[config.mk]
export PLATFORM = sky130hd
export DESIGN_NAME = led_disp_arbiter
export DESIGN_NICKNAME = d
export VERILOG_FILES = /design/src/rtl/led_pkg.sv /design/src/rtl/led_scan_timer.sv /design/src/rtl/led_disp_arbiter.sv
export SDC_FILE = /design/constraint.sdc
export NUM_CORES = 1
export LEC_CHECK = 0
export ABC_AREA = 1
export BUFFER_PORTS_ARGS = -buffer_cell sky130_fd_sc_hd__buf_2
export CORE_ASPECT_RATIO = 0.8
export CORE_MARGIN = 4
export CORE_UTILIZATION = 55
export DETAILED_ROUTE_END_ITERATION = 12
export HOLD_SLACK_MARGIN = 0.02
export MAX_ROUTING_LAYER = met4
export PLACE_DENSITY = 0.77
export SLEW_MARGIN = 20
export SYNTH_ARGS = -nofsm -noshare
export SYNTH_HDL_FRONTEND = slang
export SYNTH_SLANG_ARGS = --single-unit
[constraint.sdc]
create_clock -name clk -period 4.9 [get_ports clk]
set_clock_uncertainty 0.2 [all_clocks]
set_input_delay 0.98 -clock clk [delete_from_list [all_inputs] [get_ports clk]]
set_output_delay 0.98 -clock clk [all_outputs]
set_load 0.1 [all_outputs]
[src/rtl/led_pkg.sv]
// Shared types and constants for the LED display arbiter.
// Digit codes: bit4 = dot, bits3:0 = hex value.
package led_pkg;

    localparam int N_DIG = 8;

    typedef logic [4:0] dig_code_t;

    localparam dig_code_t DIG_RESET = 5'h18;

    typedef enum logic [1:0] {
        IDLE,
        BURST,
        COMMIT
    } arb_state_t;

    // Round-robin pick; last = index of the requester served most recently.
    function automatic logic [1:0] rr_pick(
        input logic [1:0] req,
        input logic       last
    );
        logic [1:0] pick;
        pick = 2'b00;
        unique case (1'b1)
            (req == 2'b11): pick = last ? 2'b01 : 2'b10;
            (req == 2'b01): pick = 2'b01;
            (req == 2'b10): pick = 2'b10;
            default:        pick = 2'b00;
        endcase
        return pick;
    endfunction

endpackage

[src/rtl/led_scan_timer.sv]
// Digit scan timing: prescaler, digit pointer, blanking window, cs.
// cs is dark for BLANK_CYC clocks after every digit advance.
module led_scan_timer #(
    parameter int DIV       = 50000,
    parameter int BLANK_CYC = 16
) (
    input  logic       clk,
    input  logic       rst,
    output logic       tick,
    output logic [2:0] pointer,
    output logic [7:0] cs
);

    localparam int PW = (DIV > 1) ? $clog2(DIV) : 1;
    localparam int BW = (BLANK_CYC > 0) ? $clog2(BLANK_CYC + 1) : 1;

    logic [PW-1:0] pre_q;
    logic [BW-1:0] blk_q;

    assign tick = (pre_q == PW'(DIV - 1));

    // Prescaler counts 0..DIV-1 and restarts on the terminal count.
    always_ff @(posedge clk or posedge rst) begin
        if (rst) begin
            pre_q <= '0;
        end else if (tick) begin
            pre_q <= '0;
        end else begin
            pre_q <= pre_q + PW'(1);
        end
    end

    // Digit pointer advances once per tick, wrapping 7 -> 0.
    always_ff @(posedge clk or posedge rst) begin
        if (rst) begin
            pointer <= 3'd0;
        end else if (tick) begin
            pointer <= pointer + 3'd1;
        end
    end

    // Blanking countdown; starts dark out of reset so cs is 0 in reset.
    always_ff @(posedge clk or posedge rst) begin
        if (rst) begin
            blk_q <= BW'(BLANK_CYC);
        end else if (tick) begin
            blk_q <= BW'(BLANK_CYC);
        end else if (blk_q != '0) begin
            blk_q <= blk_q - BW'(1);
        end
    end

    // Light the selected digit only outside the blanking window.
    always_comb begin
        cs = 8'h00;
        if (blk_q == '0) begin
            cs = 8'(1) << pointer;
        end
    end

endmodule

[src/rtl/led_disp_arbiter.sv]
// Two-requester arbiter for the 8-digit LED display with a shadow
// frame that is committed atomically at the scan wrap.
module led_disp_arbiter
    import led_pkg::*;
#(
    parameter int F_CLK     = 50000000,
    parameter int F_SCAN    = 1000,
    parameter int BLANK_CYC = 16
) (
    input  logic       clk,
    input  logic       rst,
    input  logic [1:0] req,
    output logic [1:0] gnt,
    input  logic [1:0] wr_valid,
    input  logic [9:0] wr_data,
    output logic [1:0] wr_ready,
    output logic       frame_swap,
    output logic [7:0] cs,
    output logic [4:0] dig_code
);

    localparam int DIV = F_CLK / F_SCAN;

    arb_state_t state_q;
    arb_state_t state_d;

    logic [1:0] gnt_q;
    logic       last_q;
    logic [2:0] beat_q;
    dig_code_t  active_q [N_DIG];
    dig_code_t  shadow_q [N_DIG];
    dig_code_t  dig_q;

    logic       tick;
    logic [2:0] pointer;
    logic [2:0] next_ptr;
    dig_code_t  beat_data;
    logic       req_g;
    logic       valid_g;
    logic       grant_ld;
    logic       accept;
    logic       abort;
    logic       commit;

    led_scan_timer #(
        .DIV       (DIV),
        .BLANK_CYC (BLANK_CYC)
    ) u_scan (
        .clk     (clk),
        .rst     (rst),
        .tick    (tick),
        .pointer (pointer),
        .cs      (cs)
    );

    assign next_ptr  = pointer + 3'd1;
    assign beat_data = gnt_q[1] ? wr_data[9:5] : wr_data[4:0];
    assign req_g     = |(req & gnt_q);
    assign valid_g   = |(wr_valid & gnt_q);
    assign gnt       = gnt_q;
    assign dig_code  = dig_q;

    // FSM state register.
    always_ff @(posedge clk or posedge rst) begin
        if (rst) begin
            state_q <= IDLE;
        end else begin
            state_q <= state_d;
        end
    end

    // Next state, handshake outputs and datapath strobes.
    always_comb begin
        state_d    = state_q;
        grant_ld   = 1'b0;
        accept     = 1'b0;
        abort      = 1'b0;
        commit     = 1'b0;
        wr_ready   = 2'b00;
        frame_swap = 1'b0;
        unique case (state_q)
            IDLE: begin
                if (|req) begin
                    grant_ld = 1'b1;
                    state_d  = BURST;
                end
            end
            BURST: begin
                wr_ready = gnt_q;
                if (!req_g) begin
                    abort   = 1'b1;
                    state_d = IDLE;
                end else if (valid_g) begin
                    accept = 1'b1;
                    if (beat_q == 3'd7) begin
                        state_d = COMMIT;
                    end
                end
            end
            COMMIT: begin
                if (tick && pointer == 3'd7) begin
                    commit     = 1'b1;
                    frame_swap = 1'b1;
                    state_d    = IDLE;
                end
            end
            default: state_d = IDLE;
        endcase
    end

    // Grant, last-served and beat counter bookkeeping.
    always_ff @(posedge clk or posedge rst) begin
        if (rst) begin
            gnt_q  <= 2'b00;
            last_q <= 1'b1;
            beat_q <= 3'd0;
        end else begin
            if (grant_ld) begin
                gnt_q  <= rr_pick(req, last_q);
                beat_q <= 3'd0;
            end else if (abort) begin
                gnt_q <= 2'b00;
            end else if (commit) begin
                gnt_q  <= 2'b00;
                last_q <= gnt_q[1];
            end
            if (accept && beat_q != 3'd7) begin
                beat_q <= beat_q + 3'd1;
            end
        end
    end

    // Shadow frame captures accepted beats in order.
    always_ff @(posedge clk or posedge rst) begin
        if (rst) begin
            for (int i = 0; i < N_DIG; i++) begin
                shadow_q[i] <= DIG_RESET;
            end
        end else if (accept) begin
            shadow_q[beat_q] <= beat_data;
        end
    end

    // Active frame swaps only at commit; dig_code follows the scan.
    always_ff @(posedge clk or posedge rst) begin
        if (rst) begin
            for (int i = 0; i < N_DIG; i++) begin
                active_q[i] <= DIG_RESET;
            end
            dig_q <= DIG_RESET;
        end else if (commit) begin
            for (int i = 0; i < N_DIG; i++) begin
                active_q[i] <= shadow_q[i];
            end
            dig_q <= shadow_q[0];
        end else if (tick) begin
            dig_q <= active_q[next_ptr];
        end
    end

endmodule

### Yosys cells after proc, flatten, opt, wreduce, memory -nomap -nowiden

Index checks and enable logic that the tools add are counted.

| word-level totals | value |
|---|---|
| bits in registers | 117 |
| input port bits | 16 |
| output and inout bits | 18 |
| logic and storage cells | 102 |

| cells by class | value |
|---|---|
| add/sub/neg operators | 4 |
| order comparisons | 3 |
| equality and inequality tests | 13 |
| shift-type cells | 1 |
| muxes and demuxes | 36 |
| bitwise operators | 6 |
| reductions and logical operators | 15 |

Operator list:

| cell | count |
|---|---|
| 40-bit bitwise mux | 1 |
| 5-bit two-way mux | 8 |
| 2-bit two-way mux | 10 |
| 16-bit by 1-bit adder with 16-bit output (second input constant) | 1 |
| 16-bit equality test (second input constant) | 1 |
| 16-bit two-way mux | 1 |
| 5-bit binary-select mux with 3-bit select | 1 |
| 5-bit demux with 3-bit select | 1 |
| 2-bit one-hot mux with 3 select lines | 2 |
| 1-bit two-way mux | 9 |
| 3-bit inequality test (second input constant) | 3 |
| 4-bit >= comparator (second input constant) | 2 |
| 8-bit two-way mux | 1 |
| 3-bit NOT with 4-bit output | 2 |
| 1-bit by 3-bit << shifter with 8-bit output (first input constant) | 1 |
| 3-bit by 1-bit adder with 3-bit output (second input constant) | 2 |
| 2-bit equality test (second input constant) | 3 |
| 3-bit equality test (second input constant) | 2 |
| 3-bit two-way mux | 2 |
| 2-bit nonzero test | 3 |
| 2-bit OR reduction | 3 |
| 5-bit logical NOT | 1 |
| 5-bit nonzero test | 1 |
| 5-bit by 1-bit subtractor with 5-bit output (second input constant) | 1 |
| 10 further kinds | 16 |

### Logic depth before layout (Yosys ltp)

Gate-level depths: netlist of run 1.

| depth | value |
|---|---|
| word-level depth | 7 |
| gate-level depth with buffers | 10 |
| depth with buffers taken out | 9 |

### Modules after synthesis

A second synthesis of run 1 with hierarchy kept.

| unflattened totals | value |
|---|---|
| cell total of the unflattened synthesis | 726 |
| area, all modules | 5677.9 sq um |

Modules (own cells, without submodules):

| module | instances | cells each | area an instance (sq um) | sequential area each (sq um) |
|---|---|---|---|---|
| led_disp_arbiter | 1 | 551 | 4325.4 | 2371.0 |
| led_scan_timer | 1 | 175 | 1352.5 | 601.8 |

### Least setup slack after synthesis of run 1

OpenSTA, ideal clock, no wires.

| path | value |
|---|---|
| kind | register to output |
| start | register u_scan.blk_q[0] |
| end | output port cs[0] |
| data arrival time | 3112 ps |
| data required time | 3720 ps |
| setup slack | 608 ps |
| stages on the path, launching flop included | 8 |
| path buffers | 1 |
| cell sequence | dfrtp_1 -> inv_1 -> ha_1 -> nand2_1 -> nor2_1 -> inv_1 -> clkbuf_1 -> nor3_1 |

| on the way | value |
|---|---|
| word-level cells in the longest chain between the ends | 2 |

RTL lines:

| item | line | text |
|---|---|---|
| start: declaration | led_scan_timer.sv:18 | `logic [BW-1:0] blk_q;` |
| start signal: assignment | led_scan_timer.sv:45 | `blk_q <= BW'(BLANK_CYC);` |
| start signal: assignment | led_scan_timer.sv:47 | `blk_q <= BW'(BLANK_CYC);` |
| start signal: assignment | led_scan_timer.sv:49 | `blk_q <= blk_q - BW'(1);` |
| 5-bit logical NOT | led_scan_timer.sv:56 | `if (blk_q == '0) begin` |
| 8-bit two-way mux | led_scan_timer.sv:56 |  |
| end: declaration | led_disp_arbiter.sv:18 | `output logic [7:0] cs,` |

No other way between the ends.

### Worst setup path in the final report of run 1

| path | value |
|---|---|
| start | register u_scan.pointer[0] |
| end | output port frame_swap |

| on the way | value |
|---|---|
| word-level cells in the longest chain between the ends | 4 |

RTL lines:

| item | line | text |
|---|---|---|
| start: declaration | led_scan_timer.sv:10 | `output logic [2:0] pointer,` |
| start signal: assignment | led_scan_timer.sv:38 | `pointer <= pointer + 3'd1;` |
| 3-bit equality test | led_disp_arbiter.sv:101 | `if (tick && pointer == 3'd7) begin` |
| 1-bit logical AND | led_disp_arbiter.sv:101 |  |
| 1-bit two-way mux | led_disp_arbiter.sv:101 |  |
| 1-bit two-way mux | led_disp_arbiter.sv:81 | `unique case (state_q)` |
| end: declaration | led_disp_arbiter.sv:17 | `output logic frame_swap,` |

No other way between the ends.

==> results of run 1 <==
## report_power, final
part / internal [mW] / leakage [nW] / switching, mW
Sequential: 0.969 / 1.48 / 0
Clock: 0.967 / 0.333 / 0.424
Combinational: 0.00722 / 1.46 / 0.0308
Total: 1.94 / 3.27 / 0.455
## logic make-up (layout without fill, tap and decap cells)
| kind of cell | after synthesis | after routing | synth area share [%] |
|---|---|---|---|
| and+or+nand+nor | 363 | 363 | 28.1 |
| DFF | 117 | 117 | 53.6 |
| buffers and inverters | 82 | 134 | 6.48 |
| AOI/OAI and AO/OA | 76 | 76 | 7.49 |
| adders and majority gates | 10 | 10 | 2.26 |
| xor gates and xnor gates | 7 | 7 | 1.11 |
| muxes | 5 | 5 | 0.903 |
## sequential cells by signal, indices dropped and copies added, names as in the netlist
signal,count
state_q,2
last_q,1
dig_code,5
beat_q,3
active_q,40
u_scan.blk_q,5
u_scan.pre_q,16
u_scan.pointer,3
gnt,2
shadow_q,40
## layout by cell type (no fill, tap or decap), types with 10 or more instances in the layout
cell type,Yosys,routed
ha_1,10,10
o21ai_1,27,27
nand3_1,46,46
dfstp_2,36,36
nor2_1,46,46
dfrtp_1,81,81
clkbuf_16,0,17
buf_2,2,33
nor3_1,11,11
inv_1,59,58
nand2_1,237,237
a21oi_1,11,11
o21ai_0,30,30
## how the worst max path moves through the flow
stage / startpoint / to / slack, ns / depth (start not counted)
2_1_floorplan: u_scan.blk_q[0] / cs[0] / 0.61 / 7
3_5_place_dp: u_scan.pointer[0] / frame_swap / 1.42 / 6
3_3_place_gp: u_scan.pointer[0] / frame_swap / 1.48 / 6
4_1_cts: u_scan.pointer[0] / frame_swap / 0.94 / 6
6_report: u_scan.pointer[0] / frame_swap / 0.94 / 6
5_1_grt: u_scan.pointer[0] / frame_swap / 0.75 / 6
## area by class of cell
class	count	share of cell area, %
flip-flops and latches	117	45.9
multi-input cells	461	34.3
clock buffers	23	7.69
inverters	64	3.79
repair buffers	38	3.13
clock inverters	9	2.63
well taps	136	2.63
## worst max-delay path, cell delays in order (launching register included)
cell     delay [ns]
dfrtp_1        0.32
buf_4          0.26
ha_1           0.23
ha_1           0.32
nand4_4        0.58
inv_2          0.21
buf_2          0.45
## metal layers
metal / routed length, um / GRT usage (%) / vias to the layer above
met1: 6090 / 33.4 / 2173
li1: - / - / 2180
met4: 94 / 5.75 / 0
met3: 817 / 6.20 / 8
met2: 5940 / 34.6 / 141
met5: 0 / - / -
==> metrics.md, run 1 <==
| Metric | Value |
|---|---|
| Final period util | 80.9% |
| Yosys reg bits | 117 |
| Worst hold margin | 0.263 ns |
| Hold buffer count at CTS | 0 |
| Layout filler cell count | 756 |
| Crit start category | flip-flop |
| Place WS | 1.42 ns |
| # setup viols final | 0 |
| Hold Path Stages | 2 |
| Finished Core Util | 66.6% |
| Seq. cell area | 0.00297 mm^2 |
| Area leader, netlist | dfrtp_1 |
| Synth Flop Type | dfrtp_1 |
| Clock sink total | 117 |
| Post-route insts no fill | 848 |
| Clock tree buffer depth | 2 |
| PostCTS Resize Cnt | 0 |
| Placed Instances | 816 |
| Worst setup path class | reg2out |
| Worst setup EP type | output pin |
| Seq/Total Area, Yosys | 53.6% |
| Total Routing Usage GR | 23.7% |
| GP Congestion | around 0.94 |
| Required time worst endpoint | 3.72 ns |
| Ys async rst share | 100% |
| Pre-antenna DRT Iters | 5 |
| Max FO, Critical Path | 43 |
| Reg2Reg Capture Point | dig_code[1] |
| Clk_lat worst skew | 0.41 ns |
| Worst-path clk slew | 0.05 ns |
| Minimum clock period after layout | 3.96 ns |
| Synth Instances | 660 |
| RSZ-0062 raised after global routing | no |
| Die area | 0.0118 mm^2 |
| Final Cell Area | ~0.0065 mm^2 |
| ANT cells | 0 |
| Die Y | ~100 um |
| Initial antenna violation count | 0 |
| Port bufs | 33 |
| Max Clk Rate | 0.252 GHz |
| Commonest cells in the netlist | 237 x nand2_1, 81 x dfrtp_1, 59 x inv_1 |
| Avg WL per Cell | 15.3 um |
| Syn nets | 686 |
| Max-cap violation count | 0 |
| Post-Route WL | 12.9 mm |
| CTS tree | built |
| Placed Area | 0.00580 mm^2 |
| Synth area leaders | dfrtp_1 37%, dfstp_2 17%, nand2_1 16%, nand3_1 4.2%, inv_1 4.0% |
| Core ar. | 0.00973 mm^2 |
| Initial drt markers | 335 |
| Vias per std cell | 5.31 |
| Worst Slack Setup Final | ~0.94 ns |
| FP Rows | 32 |
| Multi-input gate area | between 0.002 and 0.0025 mm^2 |
| Hold crit path type | reg2reg |
| Arr. time, crit path | 2.78 ns |
| Post-detailed-placement half-perimeter wirelength | about 8.5 mm |
| Hold worst-path end | active_q[13] |
| DRC errors left | 0 |
| Top-count cell post-synth | nand2_1 |
| P per Cell Area | 370 mW/mm^2 |
| Worst R2R Start | u_scan.pointer[0] |
| Final #Nets | 725 |
| Vias | about 4500 |
| Total power | 2.40 mW |
| Status | complete, no violations |
| Share of cells above drive strength 1 | 18.5% |
| Post-CTS Setup Bufs | 0 |
| Die Wd | ~120 um |
| Static Leak | approximately 3.3 nW |
| IO Pins | 34 |
| H-tree Lvls | 4 |
| R2R Setup Slk | 1.92 ns |
| Cells on worst reg2reg path | 9 |
| Least-Margin Pin Slew | between 1 and 1.5 ns |
| Hold Startpoint | shadow_q[13] |
| Number of global-route vias before repair | 4366 |
| Post-synth EDFFs | 0 |
| ANT nets after route | 0 |
| CTS Buf Count | 17 |
| Root buf cell | clkbuf_16 |
| Initial core utilization | between 50% and 60% |
| Hold Fails Final Rpt | 0 |
| Setup TNS | 0 ns |
| Pin count of the biggest net entering global routing | 54 |
| Post-synth top area share | between 30% and 40% |
| Netlist cell types | 36 |
| Count of final max-slew check failures | 0 |
| First-pass GRT wire length | 21.4 mm |
| Layout Area Growth over Synthesis | 16.9% |
| Post-Syn Area | 0.00554 mm^2 |
| Syn avg cell area | approximately 8.4 um^2 |
| Ys Warns | 0 |
| VDD IR max | 0.278 mV |
| Total gr overflow | 0 |
| Rel. slew slack | 31.2% |
Note: power is estimated with default switching activity, not from simulation.
==> inputs of run 2 (changes only) <==
Clock period 4.9 ns to 4.1 ns, I/O delays scaled along.
==> metrics.md, run 2 (same netlist as run 1, synthesis figures left out) <==
| Metric | Value |
|---|---|
| Worst Slack Setup Final | about 0.43 ns |
| First-pass GRT wire length | around 22 mm |
| Psw | 537 uW |
| Clock sink total | 117 |
| Vias | 4510 |
| Initial drt markers | between 300 and 400 |
| Hold buffer count at CTS | 0 |
| CTS Buf Count | 17 |
| Total Routing Usage GR | 24.5% |
| Hold Fails Final Rpt | 0 |
| Pre-antenna DRT Iters | 5 |
| Port bufs | 33 |
| Critical Path Most Common Cell | inv_1 |
| Count of final max-slew check failures | 0 |
| Placed Area | 0.00582 mm^2 |
| Status | complete, no violations |
| P per Cell Area | 446 mW/mm^2 |
| Worst hold margin | ~0.26 ns |
| Share of cells above drive strength 1 | 18.7% |
| Minimum clock period after layout | 3.67 ns |
| Clock share of power | around three fifths |
| Root buf cell | clkbuf_16 |
| Post-Route WL | 12.9 mm |
| Final Cell Area | 0.00651 mm^2 |
| FP Rows | 32 |
| Die area | 0.0118 mm^2 |
| Most common cell after layout, fill and taps aside | nand2_1 |
| Max Clk Rate | 0.272 GHz |
| Worst setup EP type | output pin |
| Worst setup path class | reg2out |
| Number of global-route vias before repair | 4491 |
| H-tree Lvls | 4 |
| Pin count of the biggest net entering global routing | 57 |
| # setup viols final | 0 |
| Clock tree buffer depth | 2 |
| Final #Nets | 724 |
| CP cell instances | inv_1 -> ha_1 -> inv_1 -> nor3_1 -> buf_2 |
| Core ar. | just under 0.01 mm^2 |
| Buffers & Inverters on Critical Path | 3 |
| Worst-path clk slew | 0.05 ns |
| PostCTS Resize Cnt | 0 |
| Avg WL per Cell | 15.2 um |
| ANT cells | 0 |
| Rel. slew slack | 39.4% |
| Initial core utilization | 57.0% |
| Hold crit path type | reg2reg |
| Die Y | roughly 100 um |
| IO Pins | 34 |
| Total gr overflow | 0 |
| Arr. time, crit path | 2.65 ns |
| Flop pwr share | 39.9% |
| Die Wd | 120 um |
| Place WS | 0.853 ns |
| Crit start category | flip-flop |
| Initial antenna violation count | 0 |
| Required time worst endpoint | slightly above 3 ns |
| Vias per std cell | 5.32 |
| Sw Ratio | 18.5% |
| Largest delay share family, worst path | buffers and inverters |
| Post-CTS Setup Bufs | 0 |
| Layout Area Growth over Synthesis | 17.5% |
| Max FO, Critical Path | 24 |
| Largest stage delay on the critical path | between 0.6 and 0.7 ns |
| Max-cap violation count | 0 |
| Final period util | 89.5% |
| ANT nets after route | 0 |
| Post-detailed-placement half-perimeter wirelength | between 8 and 9 mm |
| Least-Margin Pin Slew | 0.892 ns |
| CTS tree | built |
| RSZ-0062 raised after global routing | no |
| GP Congestion | roughly 0.95 |
| DRC errors left | 0 |
| Commonest cells after routing, fill and taps aside | 237 x nand2_1, 81 x dfrtp_1, 58 x inv_1 |
| VDD IR max | 0.620 mV |
| Total internal power | 2.37 mW |
| Layout filler cell count | 791 |
| Combinational share of power | 1.6% |
| Static Leak | 3.28 nW |
| Slowest library cell on the worst path | dfrtp_1 |
| Top Registers | active_q (40), shadow_q (40), u_scan.pre_q (16) |
| Clk_lat worst skew | between 0.4 and 0.5 ns |
## run 2: cell count changes in the layout (fill, tap and decap cells not counted), sizes merged
cell    before  now
buf         38   37
bufinv       5    6
clkinv       5    4
## run 2: worst reg2reg max path: stages, from the launching register on
cell      delay, ns
dfrtp_1        0.86
inv_1          0.55
ha_1           0.71
clkinv_1       0.36
nand3_1        0.17
nand3_1        0.10
nand3_1        0.10
nand2_1        0.05
a21oi_1        0.17
## run 2: worst paths after layout
kind	startpoint	end	slack, ns	depth (start not counted)
worst max-delay path	u_scan.pointer[0]	cs[6]	0.43	5
worst min-delay path	shadow_q[18]	active_q[18]	0.26	2
worst max register to register	u_scan.pointer[0]	dig_code[1]	0.76	8
worst min register to register	shadow_q[18]	active_q[18]	0.26	2
max in group asynchronous	rst	dig_code[3]	2.46	3
min in group asynchronous	rst	shadow_q[27]	0.32	2
## run 2: routing by layer
metal / share of wire (%) / track usage [%] / up-vias
li1: - / - / 2166
met2: 45 / 35.7 / 183
met4: 1.5 / 7.32 / 0
met3: 7.8 / 7.24 / 17
met5: 0 / - / -
met1: 45 / 33.5 / 2144
## run 2: cell type report
class,count,area [um^2],area share (%)
clock buffers,23,488,7.49
clock inverters,9,195,3.00
inverters,64,245,3.77
multi-input cells,461,2230,34.3
flip-flops and latches,117,2970,45.6
well taps,136,170,2.61
repair buffers,37,210,3.23
## run 2: power groups by stage
stage	sequential, mW	clock [mW]	combinational [mW]
final	1.16	1.70	0.0456
after global routing	1.16	1.78	0.0518
after CTS	1.16	1.72	0.0461
after detailed placement	1.18	0	0.0460
after global placement	1.18	0	0.0437
after floorplan	1.18	0	0.0221
## run 2: per-stage QoR
step / utilization, % / TNS (ns) / total power [mW] / instances
2_1_floorplan: - / -0.190 / 1.20 / 660
3_3_place_gp: 59.7 / 0 / 1.22 / 815
3_5_place_dp: 59.8 / 0 / 1.22 / 815
4_1_cts: 66.8 / 0 / 2.92 / 847
5_1_grt: 66.9 / 0 / 2.99 / 847
6_report: 66.9 / 0 / 2.90 / 847
==> inputs of run 3 (changes only) <==
Settings changed: CAP_MARGIN from default to 10, CORE_MARGIN 4 to 2, GPL_TIMING_DRIVEN from default to 0.
==> metrics.md, run 3 (same netlist as run 1, synthesis figures left out) <==
| Metric | Value |
|---|---|
| RSZ-0062 raised after global routing | no |
| Most common cell after layout, fill and taps aside | nand2_1 |
| Seq. cell area | 0.00297 mm^2 |
| Clock sink total | 117 |
| Die Y | 93.8 um |
| PostCTS Resize Cnt | 0 |
| Vias per std cell | 5.28 |
| Vias | 4556 |
| P per Cell Area | just over 400 mW/mm^2 |
| Count of final max-slew check failures | 0 |
| Hold crit path type | in2async |
| Worst R2R Start | u_scan.pointer[0] |
| VDD IR max | roughly 0.33 mV |
| Die Wd | 116 um |
| Status | complete, no violations |
| Clock tree buffer depth | 2 |
| Layout filler cell count | ~790 |
| Final period util | 84.8% |
| Max Clk Rate | ~0.29 GHz |
| Total Routing Usage GR | 26.8% |
| Root buf cell | clkbuf_16 |
| Multi-input gate area | 0.00222 mm^2 |
| GP Congestion | 0.862 |
| Required time worst endpoint | 3.08 ns |
| FP Rows | 32 |
| Static Leak | between 3 and 4 nW |
| Largest delay share family, worst path | buffers and inverters |
| Post-CTS Setup Bufs | 0 |
| Avg WL per Cell | 14.9 um |
| Die area | around 0.011 mm^2 |
| Cells on worst reg2reg path | 9 |
| Initial antenna violation count | 1 |
| Hold Fails Final Rpt | 0 |
| IO Pins | 34 |
| Rel. slew slack | 24.7% |
| Slowest library cell on the worst path | dfrtp_1 |
| Worst-path clk slew | roughly 0.060 ns |
| First-pass GRT wire length | 21.4 mm |
| Layout Area Growth over Synthesis | 17.5% |
| H-tree Lvls | 4 |
| Arr. time, crit path | 2.46 ns |
| Hold buffer count at CTS | 0 |
| Post-detailed-placement half-perimeter wirelength | just under 9 mm |
| Minimum clock period after layout | 3.48 ns |
| Least-Margin Pin Slew | about 1.1 ns |
| Setup TNS | 0 ns |
| Worst setup EP type | output pin |
| CTS Buf Count | 17 |
| Number of global-route vias before repair | 4324 |
| Port bufs | 33 |
| Crit start category | flip-flop |
| Pre-antenna DRT Iters | 7 |
| Max FO, Critical Path | 10 |
| R2R Setup Slk | 1.48 ns |
| Total gr overflow | 0 |
| Core ar. | 0.00973 mm^2 |
| Worst setup path class | reg2out |
| Share of cells above drive strength 1 | 19.0% |
| Post-Route WL | 12.9 mm |
| Reg2Reg Capture Point | dig_code[1] |
| # setup viols final | 0 |
| Initial core utilization | 57.0% |
| Buffers & Inverters on Critical Path | 3 |
| Top Registers | active_q (40), shadow_q (40), u_scan.pre_q (16) |
| Critical Path Most Common Cell | ha_1 |
| Total power | 2.67 mW |
| CP cell instances | ha_1 -> ha_1 -> nand4_4 -> inv_2 -> buf_4 -> buf_2 |
| Pin count of the biggest net entering global routing | 82 |
| Largest stage delay on the critical path | 0.45 ns |
| Commonest cells after routing, fill and taps aside | 237 x nand2_1, 81 x dfrtp_1, 58 x inv_1 |
| Final #Nets | 739 |
| Clk_lat worst skew | around 0.42 ns |
| ANT nets after route | 0 |
| Max-cap violation count | 0 |
| Worst hold margin | 0.184 ns |
| DRC errors left | 0 |
| Initial drt markers | between 300 and 400 |
| CTS tree | built |
==> run 3: routing by layer <==
metal | vias to the layer above | global-route usage (%) | part of all wire [%]
li1 | 2214 | - | -
met1 | 2201 | 36.6 | 48
met2 | 129 | 40.3 | 46
met3 | 12 | 6.32 | 5.4
met4 | 0 | 8.13 | 1.2
met5 | - | - | 0
==> run 3: power by group <==
group	switching [mW]	internal (mW)	total (mW)
sequential	0	1.16	1.16
combinational	0.0351	0.00959	0.0447
clock	0.551	0.913	1.46
==> run 3: worst register-to-register path, stage by stage (launching register included) <==
cell and delay [ns]:
dfrtp_1 0.45, inv_1 0.11, clkbuf_1 0.47, ha_1 0.30
clkbuf_1 0.43, nand3_1 0.19, nand3_1 0.11, nand3_1 0.08
nand2_1 0.09, a21oi_1 0.06
==> run 3: stage by stage <==
stage | std cells | utilization, % | worst slack [ns] | cell area [um^2]
after CTS | 862 | 66.9 | 0.616 | 6510
after detailed placement | 830 | 60.8 | 1.05 | 5910
after floorplan | 660 | - | -0.0316 | 5540
after global routing | 863 | 67.0 | 0.462 | 6520
after global placement | 829 | 60.4 | -1.11 | 5880
final | 863 | 67.0 | 0.625 | 6520
==> run 3: cell type report <==
cell class              count  share of cell area (%)
diodes                      1                  0.0384
plain buffers              18                    1.79
clock buffers              18                    6.74
clock inverters            14                    2.38
inverters                  64                    3.80
multi-input cells         461                    34.1
flip-flops and latches    117                    45.6
well taps                 136                    2.61
repair buffers             34                    2.96
==> run 3: worst max path at each step <==
stage,startpoint,to,slack (ns),cells after the start
2_1_floorplan,u_scan.blk_q[0],cs[0],-0.03,7
6_report,u_scan.pointer[0],frame_swap,0.62,6
4_1_cts,u_scan.pointer[0],frame_swap,0.62,6
5_1_grt,u_scan.pointer[0],frame_swap,0.46,6
3_3_place_gp,rst,u_scan.pre_q[13],-1.11,2
3_5_place_dp,u_scan.pointer[0],frame_swap,1.05,6
